## src/rtl/conv_pkg.sv

```systemverilog
// ============================================================================
// Module : conv_pkg
// Brief  : Shared types and constants for the 3x3 convolution front end.
// Rev    : 1.0
// ============================================================================
`default_nettype none

package conv_pkg;

    localparam int PIX_W     = 8;
    localparam int K         = 3;
    localparam int IMG_W_DEF = 4;
    localparam int IMG_H_DEF = 4;

    typedef logic [PIX_W-1:0] pix_t;
    typedef pix_t [K-1:0][K-1:0] window_t;

endpackage

`default_nettype wire

```

## src/rtl/line_buffer.sv

```systemverilog
// ============================================================================
// Module : line_buffer
// Brief  : One image row of storage, asynchronous read, read-before-write.
// Rev    : 1.0
// ============================================================================
`default_nettype none

module line_buffer #(
    parameter  int DEPTH = conv_pkg::IMG_W_DEF,
    parameter  int WIDTH = conv_pkg::PIX_W,
    localparam int AW    = (DEPTH > 1) ? $clog2(DEPTH) : 1
) (
    input  logic             clk,
    input  logic             rst,
    input  logic             we,
    input  logic [AW-1:0]    addr,
    input  logic [WIDTH-1:0] wdata,
    output logic [WIDTH-1:0] rdata
);

    logic [WIDTH-1:0] mem_q [DEPTH];

    // Read is combinational from the pre-edge contents, so a same-address
    // write on this edge is seen only by the next access.
    assign rdata = mem_q[addr];

    always_ff @(posedge clk or posedge rst) begin
        if (rst) begin
            for (int i = 0; i < DEPTH; i++) begin
                mem_q[i] <= '0;
            end
        end else if (we) begin
            mem_q[addr] <= wdata;
        end
    end

endmodule

`default_nettype wire

```

## src/rtl/window_gen_3x3.sv

```systemverilog
// ============================================================================
// Module : window_gen_3x3
// Brief  : Raster pixel stream to valid-only 3x3 neighbourhoods.
// Rev    : 1.0
// ============================================================================
`default_nettype none

module window_gen_3x3 #(
    parameter  int IMG_W = conv_pkg::IMG_W_DEF,
    parameter  int IMG_H = conv_pkg::IMG_H_DEF,
    parameter  int PIX_W = conv_pkg::PIX_W,
    localparam int CW    = $clog2(IMG_W),
    localparam int RW    = $clog2(IMG_H)
) (
    input  logic             clk,
    input  logic             rst,
    input  logic             in_valid,
    output logic             in_ready,
    input  logic             in_sof,
    input  logic [PIX_W-1:0] in_pixel,
    output logic             out_valid,
    input  logic             out_ready,
    output logic [PIX_W-1:0] pixel_00,
    output logic [PIX_W-1:0] pixel_01,
    output logic [PIX_W-1:0] pixel_02,
    output logic [PIX_W-1:0] pixel_10,
    output logic [PIX_W-1:0] pixel_11,
    output logic [PIX_W-1:0] pixel_12,
    output logic [PIX_W-1:0] pixel_20,
    output logic [PIX_W-1:0] pixel_21,
    output logic [PIX_W-1:0] pixel_22,
    output logic [RW-1:0]    out_row,
    output logic [CW-1:0]    out_col,
    output logic             out_last,
    output logic             frame_done
);

    localparam int            K      = conv_pkg::K;
    localparam logic [CW-1:0] C_LAST = CW'(IMG_W - 1);
    localparam logic [RW-1:0] R_LAST = RW'(IMG_H - 1);

    logic [CW-1:0]    col_q, col_d, cur_col;
    logic [RW-1:0]    row_q, row_d, cur_row;
    logic [PIX_W-1:0] hist_q [K][K-1];
    logic [PIX_W-1:0] hist_d [K][K-1];
    logic [PIX_W-1:0] win_q  [K][K];
    logic [PIX_W-1:0] win_d  [K][K];
    logic [PIX_W-1:0] new_col [K];
    logic [PIX_W-1:0] lb0_rd, lb1_rd;
    logic [RW-1:0]    out_row_q, out_row_d;
    logic [CW-1:0]    out_col_q, out_col_d;
    logic             out_valid_q, out_valid_d;
    logic             out_last_q, out_last_d;
    logic             frame_done_q, frame_done_d;
    logic             acc, emit;

    assign in_ready = !out_valid_q || out_ready;
    assign acc      = in_valid && in_ready;
    // A start-of-frame pixel is placed at (0,0) regardless of the counters.
    assign cur_col  = in_sof ? '0 : col_q;
    assign cur_row  = in_sof ? '0 : row_q;
    assign emit     = acc && (cur_row >= RW'(2)) && (cur_col >= CW'(2));

    assign new_col[0] = lb1_rd;
    assign new_col[1] = lb0_rd;
    assign new_col[2] = in_pixel;

    line_buffer #(.DEPTH(IMG_W), .WIDTH(PIX_W)) u_lb0 (
        .clk   (clk),
        .rst   (rst),
        .we    (acc),
        .addr  (cur_col),
        .wdata (in_pixel),
        .rdata (lb0_rd)
    );

    line_buffer #(.DEPTH(IMG_W), .WIDTH(PIX_W)) u_lb1 (
        .clk   (clk),
        .rst   (rst),
        .we    (acc),
        .addr  (cur_col),
        .wdata (lb0_rd),
        .rdata (lb1_rd)
    );

    always_comb begin
        col_d        = col_q;
        row_d        = row_q;
        hist_d       = hist_q;
        win_d        = win_q;
        out_row_d    = out_row_q;
        out_col_d    = out_col_q;
        out_last_d   = out_last_q;
        frame_done_d = 1'b0;
        out_valid_d  = out_valid_q && !out_ready;

        if (acc) begin
            // The newest column is the live input; only the older K-1 are stored.
            for (int i = 0; i < K; i++) begin
                for (int j = 0; j < K - 2; j++) begin
                    hist_d[i][j] = hist_q[i][j+1];
                end
                hist_d[i][K-2] = new_col[i];
            end
            if (cur_col == C_LAST) begin
                col_d = '0;
                row_d = (cur_row == R_LAST) ? '0 : cur_row + 1'b1;
            end else begin
                col_d = cur_col + 1'b1;
                row_d = cur_row;
            end
            frame_done_d = (cur_col == C_LAST) && (cur_row == R_LAST);
        end

        if (emit) begin
            for (int i = 0; i < K; i++) begin
                for (int j = 0; j < K - 1; j++) begin
                    win_d[i][j] = hist_q[i][j];
                end
                win_d[i][K-1] = new_col[i];
            end
            out_row_d   = cur_row;
            out_col_d   = cur_col;
            out_last_d  = frame_done_d;
            out_valid_d = 1'b1;
        end
    end

    always_ff @(posedge clk or posedge rst) begin
        if (rst) begin
            col_q        <= '0;
            row_q        <= '0;
            out_row_q    <= '0;
            out_col_q    <= '0;
            out_valid_q  <= 1'b0;
            out_last_q   <= 1'b0;
            frame_done_q <= 1'b0;
            for (int i = 0; i < K; i++) begin
                for (int j = 0; j < K - 1; j++) begin
                    hist_q[i][j] <= '0;
                end
                for (int j = 0; j < K; j++) begin
                    win_q[i][j] <= '0;
                end
            end
        end else begin
            col_q        <= col_d;
            row_q        <= row_d;
            out_row_q    <= out_row_d;
            out_col_q    <= out_col_d;
            out_valid_q  <= out_valid_d;
            out_last_q   <= out_last_d;
            frame_done_q <= frame_done_d;
            hist_q       <= hist_d;
            win_q        <= win_d;
        end
    end

    assign out_valid  = out_valid_q;
    assign out_row    = out_row_q;
    assign out_col    = out_col_q;
    assign out_last   = out_last_q;
    assign frame_done = frame_done_q;
    assign pixel_00   = win_q[0][0];
    assign pixel_01   = win_q[0][1];
    assign pixel_02   = win_q[0][2];
    assign pixel_10   = win_q[1][0];
    assign pixel_11   = win_q[1][1];
    assign pixel_12   = win_q[1][2];
    assign pixel_20   = win_q[2][0];
    assign pixel_21   = win_q[2][1];
    assign pixel_22   = win_q[2][2];

endmodule

`default_nettype wire
```

## config.mk

```make
export PLATFORM = sky130hd
export DESIGN_NAME = window_gen_3x3
export DESIGN_NICKNAME = d
export VERILOG_FILES = /design/src/rtl/conv_pkg.sv /design/src/rtl/line_buffer.sv /design/src/rtl/window_gen_3x3.sv
export SDC_FILE = /design/constraint.sdc
export NUM_CORES = 1
export LEC_CHECK = 0
export CELL_PAD_IN_SITES_DETAIL_PLACEMENT = 1
export CELL_PAD_IN_SITES_GLOBAL_PLACEMENT = 2
export CORE_MARGIN = 5
export CORE_UTILIZATION = 32
export DETAILED_ROUTE_END_ITERATION = 6
export PLACE_DENSITY_LB_ADDON = 0.25
export SKIP_LAST_GASP = 1
export SLEW_MARGIN = 5
export SYNTH_ARGS = -nofsm -noshare
export SYNTH_HDL_FRONTEND = slang
export SYNTH_SLANG_ARGS = --single-unit
export TNS_END_PERCENT = 100
```

## constraint.sdc

```tcl
create_clock -name clk -period 7.13 [get_ports clk]
set_input_delay 1.426 -clock clk [delete_from_list [all_inputs] [get_ports clk]]
set_output_delay 1.426 -clock clk [all_outputs]
set_load 0.02 [all_outputs]
```

==> results.yml <==
synth:
  synth_edf_count: 0
  netlist_area_um2: 7910
  async_flop_share_pct: 100
  synth_seq_cells: 195
  postSynthAreaPerCell_um2: 10.1
  yosysTopAreaCellShare_pct: 61.7
  ys_types: 32
  synth_warnings: 0
  netlist_top_cells_area: "dfrtp_1 (62%), nand2_1 (16%), mux2_2 (5.6%)"
  syn_nets: 800
  synthCells: 782
  synth_top_cell_by_area: "dfrtp_1"
  seq_area_frac_synth_pct: 61.7
  ys.flop_type: "dfrtp_1"
cts:
  tritoncts: "done"
  clockRootBuffer: "clkbuf_16"
  cts_setup_buffers: 0
  worstSkewPairLatency_ns: 0.44
  path_clk_slew_ns: 0.07
  clk_path_buf_depth: 2
  cts_hold_buffers: 0
  ctsHtreeMaxLevel: 4
  numClockSinks: 195
  cts_resized: 0
  cts_made_buffers: 17
critical_path:
  slowest_delay_ns: 0.99
  critPathArrivalTime_ns: 4.98
  worstPathMaxFanout: 24
  end_kind: "register"
  start_kind: "input port"
  cp.required_ns: 7.46
  r2r_slack_ns: 3.38
  cp_cell_sequence: "clkdlybuf4s50_1, nor2b_1, inv_1, ha_1, nand3_2, mux2_2"
  slowest_stage: "nor2b_1"
  crit_type: "input port to register"
grt:
  grt_pass1_vias: 6047
  grt_usage_pct: 14.9
  grt_overflow_total: 0
  grt_antenna_before_repair: 0
  grt_max_degree: 73
  grt_pass1_wl_mm: 33.5
timing:
  rsz0062_at_grt: "false"
  setup_ws_ns: 2.48
  fin_crit_ns: 4.65
  finalSetupViolCount: 0
  skew_ns: 0.00855
  tightest_slew_ns: 1.05
  slew_headroom_pct: 30.1
  hold_viol: 0
  max_freq_mhz: 215
  slew_viol_final: 0
  min_period_over_period_pct: 65.3
  finalSetupTns_ns: 0
finish:
  fin_nets: 871
  drive_gt1_share_pct: 10.3
  final_area_um2: 9600
  area_growth_pct: 21.4
  fillCellCount: 2702
  diodes: 0
  multi_input_area_um2: 2770
  regArea_um2: 4880
pwr:
  p_sw_mw: 0.822
  p_comb_share_pct: 15.3
  clockPowerShare_pct: 33.0
  peakVddDrop_v: 0.000155
  swShare_pct: 29.8
  cellPowerDensity_nw_per_um2: 287
  intPower_mw: 1.94
  leakagePower_nw: 4.65
  p_seq_share_pct: 51.7
die:
  num_rows: 57
  initial_utilization_pct: 32.5
  die_height_um: 167
  ioPinCount: 93
  core-area_um2: 24300
  die_x_um: 167
  dieArea_um2: 27900
status:
  status: "completed"
placed_design:
  hpwl_mm: 13.4
  place.gp.congestion: 0.748
  dpl-instance-area_um2: 9050
  port_buffers: 92
  dp_slack_ns: 1.99
drt:
  routed_wl_mm: 20.0
  drt-initial-drc-count: 350
  post_drt_wl_per_cell_um: 16.8
  drt-pass1-iter-count: 4
  vias: 5618
  final_antenna_net_count: 0
  via_per_inst: 4.72
  drcViolationCount: 0
job:
  max_cap_violations: 0
hold_path:
  hp-class: "register to register"
## final timing paths
check                                start         endpoint  cells past startpoint
worst max-delay path                in_sof  u_lb0.mem_q[16]                      6
worst min-delay path            hist_q[41]      pixel_00[1]                      2
worst max register to register    col_q[1]  u_lb0.mem_q[16]                      5
worst min register to register  hist_q[41]      pixel_00[1]                      2
max in group asynchronous              rst  u_lb1.mem_q[23]                      3
min in group asynchronous              rst      pixel_00[4]                      2
## cell usage after synthesis, types with 2 or more instances
master and count:
nand3_2 4, mux2_2 39, ha_1 5, nor2b_1 4, buf_2 20, a22oi_1 8
mux2i_1 17, o22ai_1 8, o221ai_2 2, nor2_1 18, a31oi_1 9, clkbuf_1 14
o21ai_0 58, o221ai_1 5, inv_1 3, nand2b_1 10, buf_4 12, dfrtp_1 195
nand2_1 338
## power by group through the flow
stage | clock network (mW) | registers (mW) | logic, mW
floorplan | 0 | 1.41 | 0.308
global placement | 0 | 1.43 | 0.412
detailed placement | 0 | 1.45 | 0.431
CTS | 0.937 | 1.43 | 0.431
global route | 0.988 | 1.45 | 0.477
finish | 0.910 | 1.43 | 0.422
## stage by stage
step | instances | util, % | hold slack (ns) | power [mW]
3_3_place_gp | 1158 | 37.2 | 0.449 | 1.85
3_5_place_dp | 1158 | 37.2 | 0.456 | 1.88
5_1_grt | 1190 | 39.5 | 0.491 | 2.91
4_1_cts | 1190 | 39.5 | 0.474 | 2.79
6_report | 1190 | 39.5 | 0.472 | 2.76
2_1_floorplan | 782 | - | 0.438 | 1.71
## layout by cell type, fill, tap and decap left out, types with 9 or more instances in the layout
cell	Yosys	layout
a31oi_1	9	9
clkbuf_16	0	17
clkdlybuf4s50_1	0	92
dfrtp_1	195	195
mux2_2	39	39
mux2i_1	17	17
nand2_1	338	337
nand2b_1	10	10
nor2_1	18	18
o21ai_0	58	58
## critical path, delay by kind of cell
family / cells / cell delay [ns]
buffers and inverters: 2 / 1.40
and+or+nand+nor: 2 / 1.36
muxes: 1 / 0.40
adders and majority gates: 1 / 0.36
## flip-flops by register name, summed over array words and instances, names as in the netlist
name and count:
pixel_11 8, out_last 1, pixel_22 8, row_q 2
pixel_12 8, pixel_00 8, frame_done 1, pixel_21 8
pixel_10 8, u_lb1.mem_q 32, col_q 2, out_valid 1
hist_q 48, out_row 2, pixel_02 8, u_lb0.mem_q 32
pixel_01 8, pixel_20 8, out_col 2
## kinds of logic after synthesis
family / Yosys count / share of synthesized area (%)
buf+inv: 50 / 3.26
compound gates: 94 / 7.22
mux: 56 / 7.71
simple gates: 381 / 19.2
flops: 195 / 61.7
fa+ha+maj: 5 / 0.791
xor+xnor: 1 / 0.111
## per-layer routing
| metal | up-vias | GRT usage (%) | share of wire (%) | wire [um] |
|---|---|---|---|---|
| li1 | 2692 | - | - | - |
| met2 | 94 | 24.3 | 47 | 9500 |
| met5 | - | 0 | 0 | 0 |
| met1 | 2817 | 20.2 | 47 | 9480 |
| met4 | 0 | 3.85 | 1.1 | 220 |
| met3 | 15 | 3.56 | 4.0 | 803 |
## layout make-up
cell class                      count  area share [%]
Sequential cell                   195            50.8
Multi-Input combinational cell    537            28.9
Timing Repair Buffer               99            10.1
Clock buffer                       18            4.47
Tap cell                          324            4.22
Clock inverter                     14            1.26
Inverter                            3           0.196
(Power assumes the default switching activity.)
